## src/rtl/lii_in_unpack_fifo.sv

```systemverilog
// Receive-side unpacker: filters 512-bit LII beats by destination ID and splits
// accepted beats into two independently drained first-word-fall-through FIFOs.
module lii_in_unpack_fifo #(
    parameter int          PW       = 512,
    parameter int          SW       = 256,
    parameter int          DEPTH    = 4,
    parameter logic [7:0]  LOCAL_ID = 8'h01
) (
    input  logic          aclk,
    input  logic          arstn,
    input  logic [PW-1:0] lii_in_p0_tdata,
    input  logic          lii_in_p0_tvalid,
    output logic          lii_in_p0_tready,
    input  logic [7:0]    lii_in_p0_src,
    input  logic [7:0]    lii_in_p0_dst,
    output logic [SW-1:0] training_stream_tdata,
    output logic          training_stream_tvalid,
    input  logic          training_stream_tready,
    output logic [SW-1:0] test_stream_tdata,
    output logic          test_stream_tvalid,
    input  logic          test_stream_tready,
    output logic [7:0]    last_src,
    output logic [15:0]   drop_cnt,
    output logic          ce
);

    localparam int             AW       = $clog2(DEPTH);
    localparam logic [AW:0]    FULL_CNT = (AW+1)'(DEPTH);

    logic [SW-1:0] mem_a_q [DEPTH];
    logic [SW-1:0] mem_a_d [DEPTH];
    logic [SW-1:0] mem_b_q [DEPTH];
    logic [SW-1:0] mem_b_d [DEPTH];
    logic [AW-1:0] wptr_q, wptr_d;
    logic [AW-1:0] rptr_a_q, rptr_a_d;
    logic [AW-1:0] rptr_b_q, rptr_b_d;
    logic [AW:0]   cnt_a_q, cnt_a_d;
    logic [AW:0]   cnt_b_q, cnt_b_d;
    logic          tready_q, tready_d;
    logic [7:0]    last_src_q, last_src_d;
    logic [15:0]   drop_cnt_q, drop_cnt_d;

    logic          accept_s;
    logic          push_s;
    logic          drop_s;
    logic          pop_a_s;
    logic          pop_b_s;

    // Next-state logic for both FIFOs, the ready flag and the status registers.
    always_comb begin
        mem_a_d    = mem_a_q;
        mem_b_d    = mem_b_q;
        wptr_d     = wptr_q;
        rptr_a_d   = rptr_a_q;
        rptr_b_d   = rptr_b_q;
        cnt_a_d    = cnt_a_q;
        cnt_b_d    = cnt_b_q;
        last_src_d = last_src_q;
        drop_cnt_d = drop_cnt_q;

        accept_s = lii_in_p0_tvalid & tready_q;
        push_s   = accept_s & (lii_in_p0_dst == LOCAL_ID);
        drop_s   = accept_s & (lii_in_p0_dst != LOCAL_ID);
        pop_a_s  = (cnt_a_q != '0) & training_stream_tready;
        pop_b_s  = (cnt_b_q != '0) & test_stream_tready;

        // Both halves share one write pointer because they are always pushed together.
        if (push_s) begin
            mem_a_d[wptr_q] = lii_in_p0_tdata[PW-1:SW];
            mem_b_d[wptr_q] = lii_in_p0_tdata[SW-1:0];
            wptr_d          = wptr_q + AW'(1);
            last_src_d      = lii_in_p0_src;
        end else begin
            wptr_d          = wptr_q;
            last_src_d      = last_src_q;
        end

        if (pop_a_s) begin
            rptr_a_d = rptr_a_q + AW'(1);
        end else begin
            rptr_a_d = rptr_a_q;
        end

        if (pop_b_s) begin
            rptr_b_d = rptr_b_q + AW'(1);
        end else begin
            rptr_b_d = rptr_b_q;
        end

        case ({push_s, pop_a_s})
            2'b10:   cnt_a_d = cnt_a_q + (AW+1)'(1);
            2'b01:   cnt_a_d = cnt_a_q - (AW+1)'(1);
            default: cnt_a_d = cnt_a_q;
        endcase

        case ({push_s, pop_b_s})
            2'b10:   cnt_b_d = cnt_b_q + (AW+1)'(1);
            2'b01:   cnt_b_d = cnt_b_q - (AW+1)'(1);
            default: cnt_b_d = cnt_b_q;
        endcase

        if (drop_s && (drop_cnt_q != 16'hFFFF)) begin
            drop_cnt_d = drop_cnt_q + 16'd1;
        end else begin
            drop_cnt_d = drop_cnt_q;
        end

        // Ready reflects occupancy only; a pop in the same cycle never bypasses a full FIFO.
        tready_d = (cnt_a_d < FULL_CNT) & (cnt_b_d < FULL_CNT);
    end

    // State registers; reset clears all storage so outputs are never X.
    always_ff @(posedge aclk or negedge arstn) begin
        if (!arstn) begin
            for (int i = 0; i < DEPTH; i++) begin
                mem_a_q[i] <= '0;
                mem_b_q[i] <= '0;
            end
            wptr_q     <= '0;
            rptr_a_q   <= '0;
            rptr_b_q   <= '0;
            cnt_a_q    <= '0;
            cnt_b_q    <= '0;
            tready_q   <= 1'b0;
            last_src_q <= 8'h00;
            drop_cnt_q <= 16'h0000;
        end else begin
            mem_a_q    <= mem_a_d;
            mem_b_q    <= mem_b_d;
            wptr_q     <= wptr_d;
            rptr_a_q   <= rptr_a_d;
            rptr_b_q   <= rptr_b_d;
            cnt_a_q    <= cnt_a_d;
            cnt_b_q    <= cnt_b_d;
            tready_q   <= tready_d;
            last_src_q <= last_src_d;
            drop_cnt_q <= drop_cnt_d;
        end
    end

    assign lii_in_p0_tready       = tready_q;
    assign training_stream_tdata  = mem_a_q[rptr_a_q];
    assign training_stream_tvalid = (cnt_a_q != '0);
    assign test_stream_tdata      = mem_b_q[rptr_b_q];
    assign test_stream_tvalid     = (cnt_b_q != '0);
    assign last_src               = last_src_q;
    assign drop_cnt               = drop_cnt_q;
    assign ce = training_stream_tvalid & test_stream_tvalid &
                training_stream_tready & test_stream_tready;

endmodule
```

## config.mk

```make
export PLATFORM = sky130hd
export DESIGN_NAME = lii_in_unpack_fifo
export DESIGN_NICKNAME = d
export VERILOG_FILES = /design/src/rtl/lii_in_unpack_fifo.sv
export SDC_FILE = /design/constraint.sdc
export NUM_CORES = 2
export LEC_CHECK = 0
export ABC_CLOCK_PERIOD_IN_PS = 2600
export CORE_MARGIN = 4
export CORE_UTILIZATION = 50
export CTS_CLUSTER_SIZE = 20
export DETAILED_ROUTE_END_ITERATION = 10
export GPL_TIMING_DRIVEN = 0
export PLACE_DENSITY = 0.73
export SLEW_MARGIN = 20
export SYNTH_ARGS = -nofsm -noshare
export SYNTH_HDL_FRONTEND = slang
export SYNTH_SLANG_ARGS = --single-unit
export TNS_END_PERCENT = 50
```

## constraint.sdc

```tcl
create_clock -name aclk -period 2.6 [get_ports aclk]
set_input_delay 0.52 -clock aclk [delete_from_list [all_inputs] [get_ports aclk]]
set_output_delay 0.52 -clock aclk [all_outputs]
set_load 0.005 [all_outputs]
```

==> metrics.yaml <==
slew_violations: 0
timing.setup.tns_ns: -767.38
static-leakage-power_nw: 57.8
cell_internal_pwr_mw: 60.8
setup_violations: 2302
clock_insertion_delay_worst_skew_ns: 0.86
total_switching_power_mw: 21.7
ys.flop_type: "sky130_fd_sc_hd__dfrtp_1"
clock_path_buffers: 3
setup_repair_after_global_routing_missed_its_margin: "true"
grt_util_all_layers_pct: 27.3
drcViolationCount: 0
critical_path_peak_fanout: 8
route.vias.total: 52600
clk_pin_slew_ns: 0.06
place.gp.congestion: 0.868
synth_cell_type_count: 35
timing.max_slew.rel_slack_pct: 30.7
worstMarginPinSlew_ns: 1.04
worst-endpoint-required_ns: 2.08
core-area_um2: 177000
chipWidth_um: 430
top_level_ports: 1073
clock.fmax_ghz: 0.308
die_height_um: 430
area_growth_syn_to_layout_pct: 27.5
filler_cell_count: 12600
ys_warn_count: 0
syn_inst: 5122
non_filler_cells_in_the_finished_layout: 9235
clock_network_fraction_of_design_power_pct: 36.7
drive_gt1_share_pct: 56.5
cp_data_arrival_time_ns: 2.73
worst_setup_path_end_kind: "output port"
cts_tree: "yes"
yosys_register_bits: 2085
row_count: 154
layout_min_cycle_time_ns: 3.25
root_buffer: "sky130_fd_sc_hd__clkbuf_16"
post_synthesis_mean_instance_area_um2: 17.4
post_drt_wl_per_cell_um: 27.7
global_route.overflow_total: 0
cts_made_buffers: 214
worst_hold_check_path_type: "in -> async"
synth_fp_nets: 5664
grt_max_degree: 152
buffer_ports.inserted: 1072
run_status: "complete, but fails checks"
fin_skew_ns: 0.0210
placedCellCount: 8550
drt-vias-per-instance: 5.70
initial_core_utilization_pct: 50.5
mappedNetlistArea_um2: 89200
drv_cap: 0
postSynth.asyncResetShare_pct: 100
hold-worst-slack_ns: -0.381
timing.final.hold_violations: 101
failing_checks: "negative hold slack, negative setup slack"
htree_levels: 4
drt_pre_antenna_iters: 5
initial_antenna_violation_count: 100
power-per-cell-area_nw_per_um2: 725
ys_seq_area_share_pct: 58.5
max_ir_drop_vdd_mv: 0.565
critPathKind: "reg -> out"
flop_pwr_share_pct: 40.3
drt_iter0_markers: 2756
startpoint_class_of_the_critical_path: "flop"
combinationalPowerShare_pct: 22.9
place_hpwl_mm: 180
switching_share_pct: 26.3
drtAntennaViolNets: 0
fin_nets: 7193
layout_setup_ws_ns: -0.649
clock-sinks: 2085
dieArea_um2: 185000
drt-total-wl_mm: 256
ff2ff_path_depth: 7
grt_pass1_vias: 57300
grt_pass1_wl_mm: 378
final.period_utilization_pct: 125
synth_enable_flop_cells: 0
routing by layer:
layer	vias to the layer above	GRT usage (%)	routed length, µm	share of wire, %
met5	-	0	120	0.047
met4	18	16.3	15400	6.0
met3	511	6.81	15400	6.0
met2	1310	44.2	127000	50
met1	28400	33.5	98200	38
li1	22500	-	-	-
cell type report:
| class | instances | area [µm²] | share of cell area (%) |
|---|---|---|---|
| inverter | 6 | 27.5 | 0.0242 |
| buffer | 335 | 2600 | 2.29 |
| timing repair buffer | 1323 | 13400 | 11.7 |
| clock buffer | 310 | 6190 | 5.44 |
| multi-input combinational | 2686 | 35500 | 31.2 |
| tap | 2340 | 2930 | 2.57 |
| clock inverter | 77 | 743 | 0.654 |
| sequential | 2085 | 52200 | 45.9 |
| antenna | 73 | 183 | 0.161 |
critical path, stage by stage (launching register included):
cell	delay, ns
sky130_fd_sc_hd__dfrtp_2	0.41
sky130_fd_sc_hd__buf_12	0.16
sky130_fd_sc_hd__clkbuf_16	0.19
sky130_fd_sc_hd__buf_12	0.14
sky130_fd_sc_hd__buf_12	0.13
sky130_fd_sc_hd__buf_16	0.13
sky130_fd_sc_hd__buf_8	0.11
sky130_fd_sc_hd__mux4_2	0.43
sky130_fd_sc_hd__buf_6	0.15
cell usage after synthesis (2+ instances only):
cell	instances	area [µm²]
sky130_fd_sc_hd__dfrtp_1	2085	52200
sky130_fd_sc_hd__and4_1	2	17.5
sky130_fd_sc_hd__xnor2_1	9	78.8
sky130_fd_sc_hd__fa_1	2	40.0
sky130_fd_sc_hd__mux4_2	512	11500
sky130_fd_sc_hd__clkbuf_1	67	251
sky130_fd_sc_hd__nand3_1	3	15.0
sky130_fd_sc_hd__nand4_1	6	37.5
sky130_fd_sc_hd__and3_1	6	37.5
sky130_fd_sc_hd__xor2_1	13	114
sky130_fd_sc_hd__a211oi_1	9	67.6
sky130_fd_sc_hd__ha_1	7	87.6
sky130_fd_sc_hd__nand2_1	36	135
sky130_fd_sc_hd__a21oi_1	4	20.0
sky130_fd_sc_hd__or3_1	2	12.5
sky130_fd_sc_hd__and2_1	4	25.0
sky130_fd_sc_hd__inv_1	5	18.8
sky130_fd_sc_hd__buf_1	84	315
sky130_fd_sc_hd__nor2_1	5	18.8
sky130_fd_sc_hd__buf_2	194	971
sky130_fd_sc_hd__mux2_2	2052	23100
sky130_fd_sc_hd__and2_0	2	12.5
power by group through the flow:
stage | logic [mW] | clock network (mW) | registers, mW
6_report | 18.9 | 30.3 | 33.3
5_1_grt | 20.1 | 32.2 | 33.3
2_1_floorplan | 7.18 | 0 | 33.7
3_3_place_gp | 11.8 | 0 | 33.9
4_1_cts | 17.0 | 30.9 | 33.3
3_5_place_dp | 12.4 | 0 | 33.8
metrics by stage:
stage                     hold WS [ns]  total power, mW  util (%)  worst slack, ns  area (µm²)
final                           -0.381             82.5      64.4           -0.649      114000
after global routing            -0.399             85.6      64.3           -0.749      114000
after detailed placement         0.467             46.2      58.5            -1.89      103000
after global placement           0.472             45.7      58.2           -90.94      103000
after CTS                       -0.435             81.1      63.5           -0.828      112000
after floorplan                  0.224             40.9         -          -0.0513       89200
flip-flops by register name, summed over array words and instances (netlist names):
| signal | flops |
|---|---|
| rptr_a_q | 2 |
| drop_cnt | 16 |
| cnt_a_q | 3 |
| cnt_b_q | 3 |
| mem_b_q | 1024 |
| rptr_b_q | 2 |
| wptr_q | 2 |
| last_src | 8 |
| lii_in_p0_tready | 1 |
| mem_a_q | 1024 |
logic make-up (layout without fill, tap and decap cells):
logic type / Yosys count / count (layout) / share of synthesized area, %
DFF: 2085 / 2085 / 58.5
and+or+nand+nor: 73 / 73 / 0.419
xor gates and xnor gates: 22 / 22 / 0.216
buffers and inverters: 351 / 2051 / 1.75
AOI/OAI and AO/OA: 17 / 17 / 0.130
other: 0 / 73 / 0
muxes: 2565 / 2565 / 38.8
adders and majority gates: 9 / 9 / 0.143
cell usage in the layout (no fill, tap or decap), types with 70 or more instances in the layout:
master | synthesis | layout
sky130_fd_sc_hd__dfrtp_1 | 2085 | 2081
sky130_fd_sc_hd__clkdlybuf4s50_1 | 0 | 578
sky130_fd_sc_hd__clkbuf_16 | 0 | 235
sky130_fd_sc_hd__buf_2 | 194 | 295
sky130_fd_sc_hd__diode_2 | 0 | 73
sky130_fd_sc_hd__buf_6 | 0 | 205
sky130_fd_sc_hd__mux2_2 | 2052 | 2052
sky130_fd_sc_hd__mux4_2 | 512 | 512
sky130_fd_sc_hd__clkbuf_1 | 67 | 70
sky130_fd_sc_hd__buf_4 | 0 | 122
sky130_fd_sc_hd__clkbuf_2 | 0 | 116
path summary, 6_finish.rpt:
| kind | from | end | slack (ns) |
|---|---|---|---|
| max in group asynchronous | arstn | mem_b_q[950] | -0.14 |
| worst min register to register | last_src[2] | last_src[2] | 0.48 |
| worst max register to register | lii_in_p0_tready | mem_b_q[494] | -0.54 |
| worst max-delay path | rptr_b_q[0] | test_stream_tdata[94] | -0.65 |
| worst min-delay path | arstn | mem_a_q[553] | -0.38 |
| min in group aclk | lii_in_p0_src[2] | last_src[2] | 0.22 |
timing repair:
action | in CTS | in global routing
pin swaps | 0 | 6
buffers inserted | 102 | 109
endpoints found under the setup margin | 3086 | 3194
endpoints found under the hold margin | 101 | 101
resized for setup | 1782 | 632
gates cloned | 16 | 13
Note: power is estimated with default switching activity, not from simulation.
